`config.mk`:
```
export PLATFORM = sky130hd
export DESIGN_NAME = oam_dma_arbiter
export DESIGN_NICKNAME = d
export VERILOG_FILES = /design/src/rtl/oam_dma_arbiter_pkg.sv /design/src/rtl/oam_dma_arbiter.sv
export SDC_FILE = /design/constraint.sdc
export NUM_CORES = 1
export LEC_CHECK = 0
export CAP_MARGIN = 20
export CORE_UTILIZATION = 37
export CTS_BUF_LIST = sky130_fd_sc_hd__clkbuf_4 sky130_fd_sc_hd__clkbuf_8 sky130_fd_sc_hd__clkbuf_16
export DETAILED_ROUTE_END_ITERATION = 7
export GPL_TIMING_DRIVEN = 0
export PLACE_DENSITY = 0.76
export SYNTH_ARGS = -nofsm -noshare
export SYNTH_HDL_FRONTEND = slang
export SYNTH_SLANG_ARGS = --single-unit
```
`constraint.sdc`:
```
create_clock -name clk -period 2 [get_ports clk]
set_input_delay 0.6 -clock clk [delete_from_list [all_inputs] [get_ports clk]]
set_output_delay 0.6 -clock clk [all_outputs]
set_load 0.02 [all_outputs]
```
`src/rtl/oam_dma_arbiter_pkg.sv`:
```
// ---------------------------------------------------------------------------
// oam_dma_arbiter_pkg
// Shared enums and constants for the CPU-side bus logic.
//
// Contents:
//   dma_state_e             sprite DMA sequencer states
//   DEFAULT_DMA_REG_ADDR    CPU write address that starts a sprite DMA
//   DEFAULT_OAM_DATA_ADDR   destination address of every DMA write
// ---------------------------------------------------------------------------
package oam_dma_arbiter_pkg;

  typedef enum logic [2:0] {
    IDLE  = 3'd0,
    HALT  = 3'd1,
    ALIGN = 3'd2,
    READ  = 3'd3,
    WRITE = 3'd4
  } dma_state_e;

  localparam logic [15:0] DEFAULT_DMA_REG_ADDR  = 16'h4014;
  localparam logic [15:0] DEFAULT_OAM_DATA_ADDR = 16'h2004;

endpackage

```
`src/rtl/oam_dma_arbiter.sv`:
```
// ---------------------------------------------------------------------------
// oam_dma_arbiter
// Sits between the CPU core and the system bus. While idle, CPU traffic is
// passed straight through. A CPU write of page XX to DMA_REG_ADDR stalls the
// CPU and copies $XX00-$XXFF to OAM_DATA_ADDR, one read/write pair per byte,
// then hands the bus back.
//
// Optional feature macro: OAM_DMA_ALIGN_EN
//   defined   : a phase flop toggles every clock; an extra ALIGN cycle is
//               inserted after HALT when needed so every READ lands on
//               phase 0 (stall 513 or 514 cycles).
//   undefined : no phase flop, no ALIGN cycle (stall always 513 cycles).
//
// Ports:
//   clk        system clock, one CPU cycle per edge
//   rst        asynchronous active-low reset
//   cpu_addr   CPU address            cpu_read / cpu_write  CPU strobes
//   cpu_wdata  CPU write data         cpu_rdata  read data back to CPU
//   cpu_stall  freezes the CPU while any DMA state is active
//   bus_addr / bus_read / bus_write / bus_wdata  system bus request
//   bus_rdata  system bus read data
//   dma_busy   same as cpu_stall
//   dma_done   one-cycle registered pulse after the final OAM write
// ---------------------------------------------------------------------------
module oam_dma_arbiter
  import oam_dma_arbiter_pkg::*;
#(
  parameter logic [15:0] DMA_REG_ADDR  = DEFAULT_DMA_REG_ADDR,
  parameter logic [15:0] OAM_DATA_ADDR = DEFAULT_OAM_DATA_ADDR
) (
  input  logic        clk,
  input  logic        rst,
  input  logic [15:0] cpu_addr,
  input  logic        cpu_read,
  input  logic        cpu_write,
  input  logic [7:0]  cpu_wdata,
  output logic [7:0]  cpu_rdata,
  output logic        cpu_stall,
  output logic [15:0] bus_addr,
  output logic        bus_read,
  output logic        bus_write,
  output logic [7:0]  bus_wdata,
  input  logic [7:0]  bus_rdata,
  output logic        dma_busy,
  output logic        dma_done
);

  dma_state_e state;
  dma_state_e state_next;
  logic [7:0] page;
  logic [7:0] idx;
  logic [7:0] data_buf;
  logic       trigger;
  logic       last_byte;

  // Only a write in IDLE starts a transfer; while stalled the CPU strobes
  // are ignored, so a transfer can never restart itself.
  assign trigger   = (state == IDLE) && cpu_write && (cpu_addr == DMA_REG_ADDR);
  assign last_byte = (idx == 8'hFF);

`ifdef OAM_DMA_ALIGN_EN
  logic phase;

  always_ff @(posedge clk or negedge rst) begin
    if (!rst) begin
      phase <= 1'b0;
    end else begin
      phase <= ~phase;
    end
  end
`endif

  // State register plus the page/index/data registers and the done pulse.
  always_ff @(posedge clk or negedge rst) begin
    if (!rst) begin
      state    <= IDLE;
      page     <= 8'h00;
      idx      <= 8'h00;
      data_buf <= 8'h00;
      dma_done <= 1'b0;
    end else begin
      state    <= state_next;
      dma_done <= (state == WRITE) && last_byte;
      case (state)
        IDLE: begin
          if (trigger) begin
            page <= cpu_wdata;
            idx  <= 8'h00;
          end
        end
        READ:    data_buf <= bus_rdata;
        // idx wraps within the page; there is deliberately no carry into page.
        WRITE:   idx <= idx + 8'd1;
        default: ;
      endcase
    end
  end

  // Next-state and bus outputs. In DMA states the strobes depend only on
  // the registered state, so they cannot glitch.
  always_comb begin
    state_next = state;
    bus_addr   = cpu_addr;
    bus_read   = 1'b0;
    bus_write  = 1'b0;
    bus_wdata  = cpu_wdata;
    case (state)
      IDLE: begin
        bus_read  = cpu_read;
        bus_write = cpu_write;
        if (trigger) begin
          state_next = HALT;
        end
      end
      HALT: begin
`ifdef OAM_DMA_ALIGN_EN
        // HALT on phase 0 needs one extra cycle so READ lands on phase 0.
        state_next = (phase == 1'b0) ? ALIGN : READ;
`else
        state_next = READ;
`endif
      end
      ALIGN: begin
        state_next = READ;
      end
      READ: begin
        bus_addr   = {page, idx};
        bus_read   = 1'b1;
        state_next = WRITE;
      end
      WRITE: begin
        bus_addr   = OAM_DATA_ADDR;
        bus_write  = 1'b1;
        bus_wdata  = data_buf;
        state_next = last_byte ? IDLE : READ;
      end
      default: begin
        state_next = IDLE;
      end
    endcase
  end

  assign cpu_rdata = bus_rdata;
  assign cpu_stall = (state != IDLE);
  assign dma_busy  = cpu_stall;

endmodule
```
==> results of run 1 <==
-- kinds of logic (layout without fill, tap and decap cells) --
group	after synthesis	after routing	share of synthesized area, %
adder cells (fa/ha/maj)	1	1	0.786
flip-flops	28	28	44.0
XOR/XNOR	3	3	1.65
multiplexers	19	19	13.7
AND/OR/NAND/NOR	70	70	21.5
AO/OA/AOI/OAI	24	24	11.3
buffers and inverters	17	136	7.07
-- state kept, by name (all words and copies together), names as in the netlist --
register  flops
dma_done      1
state         3
idx           8
data_buf      8
page          8
-- layout make-up --
type | count | share of cell area, %
multi-input combinational | 117 | 30.7
inverter | 1 | 0.122
buffer | 14 | 4.73
sequential | 28 | 22.9
clock buffer | 4 | 1.79
timing repair buffer | 117 | 37.7
tap | 50 | 2.04
-- power breakdown --
group          switching [mW]  total [mW]  internal (mW)  leakage (nW)
logic                    1.10        2.42           1.32          1.10
registers               0.130       0.836          0.706         0.363
clock network           0.191       0.368          0.177        0.0288
-- routing by layer --
layer	vias to the layer above	wire length (um)	share of wire, %	track usage, %
li1	805	-	-	-
met1	839	2490	41	30.1
met2	78	3070	51	42.2
met3	13	340	5.6	4.56
met4	0	116	1.9	8.24
met5	-	0	0	0
-- worst max path at each step --
stage	startpoint	end	slack, ns
2_1_floorplan	state[2]$_DFFE_PN0P_	page[0]$_DFFE_PN0P_	-0.15
3_3_place_gp	state[2]$_DFFE_PN0P_	bus_addr[6]	-1.06
3_5_place_dp	state[0]$_DFFE_PN0P_	bus_addr[1]	-1.01
4_1_cts	state[0]$_DFFE_PN0P_	bus_addr[13]	-0.24
5_1_grt	state[2]$_DFFE_PN0P_	bus_addr[2]	-0.33
6_report	state[0]$_DFFE_PN0P_	bus_addr[11]	-0.27
-- per-stage QoR --
step                instances  setup slack, ns  area (um^2)
finish                    331           -0.268         3070
global route              331           -0.328         3070
CTS                       315           -0.239         2750
detailed placement        285            -1.01         2400
global placement          284            -1.06         2380
floorplan                 162           -0.152         1590
-- cells in the mapped netlist (all sizes together) (2+ instances only) --
cell type / number
nand2: 39
dfrtp: 28
mux2: 16
a22o: 14
buf: 11
nor2: 9
clkbuf: 5
o21ai: 5
mux2i: 3
nor3: 3
or3: 3
xnor2: 3
nand3: 2
nor2b: 2
o22ai: 2
or4: 2
-- worst max-delay path, stage by stage, from the launching register on --
cell and delay (ns):
dfrtp_2 0.47, nor2_4 0.15, and2_4 0.20, nor2_4 0.08, buf_8 0.15, a22o_1 0.21
buf_6 0.13
-- timing repair --
item	4_1_cts	5_1_grt
cloned	2	0
resized for setup	222	60
pin swaps	10	28
hold buffers	0	0
setup endpoints to repair	52	44
buffers inserted	24	19
==> summary.txt, run 1 <==
STA
  • Worst Max-Slew Pin Slew: 0.553 ns
  • Fmax: about 0.44 GHz
  • TNS Setup: -8.56 ns
  • RSZ-0062 raised after global routing: true
  • Fin. Hold Viols: 0
  • Hold WS: 0.519 ns
  • Fin crit period: 2.27 ns
  • Final setup viols: 43
  • Final Max Slew Viols: 0
  • Post-route clock period utilization: 113%
  • Headroom to the max-slew limit: 63.0%
  • Slack of the critical path: -0.268 ns
  • Clk_skew: 0.00272 ns

Detailed routing
  • Routed length per instance: around 18 um
  • Initial DRC count: 95
  • Total wire length: 6020 um
  • Via count: between 1500 and 2000
  • Antenna viol nets, final: 0
  • DR DRC count: 0
  • Via/cell ratio: approximately 5.2
  • Router iterations before antenna repair: 4

Critical path
  • Worst reg2reg path startpoint: state[2]$_DFFE_PN0P_
  • CP Capture Type: primary output
  • CP max FO: 5
  • Startpoint Class: register
  • CP Class: register to primary output
  • Req. time, crit path: 1.40 ns
  • CP arrival: 1.67 ns
  • Worst reg2reg path depth: 6
  • R2R Setup Slk: -0.26 ns
  • R2r endpoint: page[0]$_DFFE_PN0P_

Cells and area
  • FF/Latch Area: between 700 and 800 um^2
  • Footprint of the multi-input gates: 942 um^2
  • Util after Layout: 75.7%
  • Diodes inserted: 0
  • Layout cells sized above 1: 50.5%
  • Commonest non-fill, non-tap cell in the layout: buf_6
  • Fin nets: 319
  • Layout area overhead: 92.9%
  • Commonest non-fill, non-tap cells in the layout: buf_6, buf_4, nand2_1
  • Filler Cell Count: 269

Synth
  • Post-synth top area share: 44.0%
  • Post-synth EDFFs: 0
  • Post-synth ARST share: 100%
  • Mapped Area: around 0.0016 mm^2
  • Synth cell types: 36
  • Sequential share of the synthesized area: 44.0%
  • Area contributors post-synth: dfrtp_1, mux2_2, nand2_1, a22o_1, buf_4
  • Ys Warns: 0
  • Avg Inst Size Synth: 9.82 um^2
  • Post-synth top area cell: dfrtp_1
  • Synth Flop Type: dfrtp_1
  • Syn Inst Count: about 160
  • Synthesized net count: 199
  • Synth Register Bits: 28

Clock network
  • Clock root buffer: clkbuf_8
  • Skew-Pair Late Insertion Delay: ~0.28 ns
  • CTS H-tree depth: 1
  • Clock transition at path regs: ~0.10 ns
  • CTS tree: built
  • CTS Buf Count: 3
  • Clock Path Buffers: 2
  • Clk sinks: 28

Floorplan
  • Initial Util: 39.2%
  • CORE AREA: 0.00406 mm^2
  • Site Rows: 23
  • Die W: just under 70 um
  • IO Count: 73
  • Die height: 67.6 um
  • Die area: between 0.004 and 0.005 mm^2

Power and ir drop
  • Design Power: roughly 3.6 mW
  • Power Density: between 1000 and 1500 mW/mm^2
  • Static leakage: approximately 1.5 nW
  • Peak VDD IR: 0.499 mV

Global routing
  • GRT Overall Usage: 24.4%
  • Largest net degree at the start of global routing: 20
  • GRT Residual Overflow: 0
  • First-pass GRT wire length: 8070 um
  • Vias in the first global route: 1658
  • Initial antenna violation count: 0

Placed design
  • Detail Placement HPWL: 3280 um
  • Gp weighted congestion: 0.840
  • Port Buffers: just over 70

Hold path
  • Hold EP: data_buf[1]$_DFFE_PN0N_
  • Min-delay worst type: register to register
  • Hold path start: data_buf[1]$_DFFE_PN0N_
  • Hold depth: 1

Status
  • Status: finished, violations left
  • Failing checks: negative setup slack

Run
  • Max-cap violation count: 0
(Power assumes the default switching activity.)
==> inputs of run 2 (changes only) <==
Settings changed: CTS_CLUSTER_DIAMETER set to 40, PLACE_DENSITY 0.76 to 0.78.
==> run 2 against run 1 <==
The run still ends with negative setup slack left. Combinational power shrank 19%. Total power shrank 10%. Worst setup slack lost 0.015 ns. Sequential power shrank 1%. Cell area shrank 9.7%. Via count shrank 6.6%. Utilization shrank 7.4 points. Clock power grew 25%. First-iteration DRC count shrank 13%. Global-route usage shrank 1.5 points. Cell count shrank 6.6%. Die area is the same.
==> summary.txt, run 2 (synthesis gave the netlist of run 1 again) <==
STA
  • Clk_skew: 0.00722 ns (was 0.00272 ns)
  • Final Max Slew Viols: 0 (unchanged)
  • Final setup viols: 42 (was 43)
  • RSZ-0062 raised after global routing: true (unchanged)
  • Worst Max-Slew Pin Slew: 0.649 ns (was 0.553 ns)
  • Fin. Hold Viols: 0 (unchanged)
  • Slack of the critical path: -0.283 ns (was -0.268 ns)
  • Headroom to the max-slew limit: 56.6% (was 63.0%)
  • Fin crit period: 2.28 ns (was 2.27 ns)
  • Fmax: 0.438 GHz (was 0.441 GHz)
  • Post-route clock period utilization: 114% (was 113%)

Floorplan
  • Site Rows: 23 (unchanged)
  • Initial Util: 39.2% (unchanged)
  • IO Count: 73 (unchanged)
  • CORE AREA: 0.00406 mm^2 (unchanged)
  • Die area: 0.00457 mm^2 (unchanged)
  • Die W: 67.6 um (unchanged)
  • Die height: 67.6 um (unchanged)

Power and ir drop
  • Static leakage: 1.35 nW (was 1.50 nW)
  • Power Density: 1170 mW/mm^2 (was 1180 mW/mm^2)
  • Peak VDD IR: 0.490 mV (was 0.499 mV)

Critical path
  • R2R Setup Slk: -0.24 ns (was -0.26 ns)
  • Largest stage delay, worst path: 0.47 ns (about the same)
  • CP cell instances: nand2_4 -> nor2_4 -> buf_12 -> nor2_4 -> buf_8 -> a22o_1 -> buf_6 (was nor2_4 -> and2_4 -> nor2_4 -> buf_8 -> a22o_1 -> buf_6)
  • Crit path top cell by count: nor2_4 (unchanged)
  • Buffers plus inverters on the worst setup path: 3 (was 2)
  • CP Class: register to primary output (unchanged)
  • CP Capture Type: primary output (unchanged)
  • CP max FO: 6 (was 5)
  • Startpoint Class: register (unchanged)
  • Req. time, crit path: 1.40 ns (about the same)
  • CP max-delay cell: dfrtp_2 (unchanged)
  • Largest delay share family, worst path: flip-flops (unchanged)
  • CP arrival: 1.68 ns (was 1.67 ns)

Detailed routing
  • Router iterations before antenna repair: 4 (unchanged)
  • Initial DRC count: 83 (was 95)
  • Total wire length: 5120 um (was 6020 um)
  • Via/cell ratio: 5.25 (was 5.24)
  • Antenna viol nets, final: 0 (unchanged)
  • Routed length per instance: 16.6 um (was 18.2 um)
  • Via count: 1621 (was 1735)
  • DR DRC count: 0 (unchanged)

Status
  • Failing checks: negative setup slack (unchanged)
  • Status: finished, violations left (unchanged)

Global routing
  • First-pass GRT wire length: 7580 um (was 8070 um)
  • GRT Overall Usage: 22.9% (was 24.4%)
  • Initial antenna violation count: 0 (unchanged)
  • GRT Residual Overflow: 0 (unchanged)
  • Vias in the first global route: 1549 (was 1658)
  • Largest net degree at the start of global routing: 19 (was 20)

Hold path
  • Min-delay worst type: register to register (unchanged)

Placed design
  • Detail Placement HPWL: 3350 um (was 3280 um)
  • Pre-CTS WS: -1.05 ns (was -1.01 ns)
  • Gp weighted congestion: 0.893 (was 0.840)
  • Port Buffers: 72 (unchanged)

Cells and area
  • Commonest non-fill, non-tap cell in the layout: nand2_1 (was buf_6)
  • Diodes inserted: 0 (unchanged)
  • Top flop regs: data_buf: 8 flops, idx: 8 flops, page: 8 flops (unchanged)
  • Layout area overhead: 74.1% (was 92.9%)
  • Commonest non-fill, non-tap cells in the layout: nand2_1, clkdlybuf4s50_1, dfrtp_1 (was buf_6, buf_4, nand2_1)
  • Util after Layout: 68.3% (was 75.7%)
  • Layout cells sized above 1: 43.6% (was 50.5%)
  • Fin nets: 297 (was 319)

Clock network
  • Clock root buffer: clkbuf_8 (unchanged)
  • CTS tree: built (unchanged)
  • CTS H-tree depth: 1 (unchanged)
  • Skew-Pair Late Insertion Delay: 0.28 ns (about the same)
  • Clock transition at path regs: 0.10 ns (about the same)
  • Clock Path Buffers: 2 (unchanged)
  • Clk sinks: 28 (unchanged)
  • Hold_buf cts: 0 (unchanged)
  • CTS Buf Count: 3 (unchanged)

Run
  • Max-cap violation count: 0 (unchanged)
run 2: cell types whose count changed in the layout (fill, tap and decap cells not counted), sizes merged:
cell | previous run | this run
buf | 93 | 69
clkbuf | 6 | 7
bufinv | 0 | 1
run 2: final cells by class:
| class | count | area [um^2] |
|---|---|---|
| Sequential cell | 28 | 703 |
| Clock inverter | 1 | 30.0 |
| Timing Repair Buffer | 94 | 910 |
| Tap cell | 50 | 62.6 |
| Clock buffer | 3 | 41.3 |
| Fill cell | 297 | 1290 |
| Multi-Input combinational cell | 117 | 875 |
| Buffer | 15 | 146 |
| Inverter | 1 | 3.75 |
run 2: metal layers:
layer,track usage [%],part of all wire (%)
met5,0,0
met4,10.4,2.9
met3,4.90,8.8
met2,39.1,48
met1,27.2,40
run 2: path summary, 6_finish.rpt:
path,from,endpoint,cells after the start
min,data_buf[0]$_DFFE_PN0N_,data_buf[0]$_DFFE_PN0N_,1
max,state[1]$_DFFE_PN0P_,bus_addr[6],7
min reg2reg,data_buf[0]$_DFFE_PN0N_,data_buf[0]$_DFFE_PN0N_,1
max reg2reg,state[2]$_DFFE_PN0P_,page[1]$_DFFE_PN0P_,6
max in group asynchronous,rst,state[0]$_DFFE_PN0P_,2
min in group asynchronous,rst,page[3]$_DFFE_PN0P_,1
run 2: power by group:
| group | switching (mW) | internal [mW] | leakage [nW] |
|---|---|---|---|
| Combinational | 0.926 | 1.04 | 0.951 |
| Sequential | 0.120 | 0.706 | 0.363 |
| Clock | 0.191 | 0.269 | 0.0357 |
run 2: stage by stage:
step	hold slack [ns]	area (um^2)	power, mW	setup TNS, ns	cells
floorplan	0.304	1590	1.68	-1.48	162
CTS	0.519	2680	3.14	-7.88	306
global placement	0.489	2380	2.31	-36.35	284
detailed placement	0.496	2400	2.34	-33.27	285
global route	0.543	2770	3.42	-10.95	309
finish	0.513	2770	3.25	-8.79	309
run 2: what timing repair did:
item                                    CTS  global route
pin swaps                                17            11
buffers inserted                         16             4
endpoints found under the setup margin   55            44
resized for setup                       222            22
cloned                                    1             0
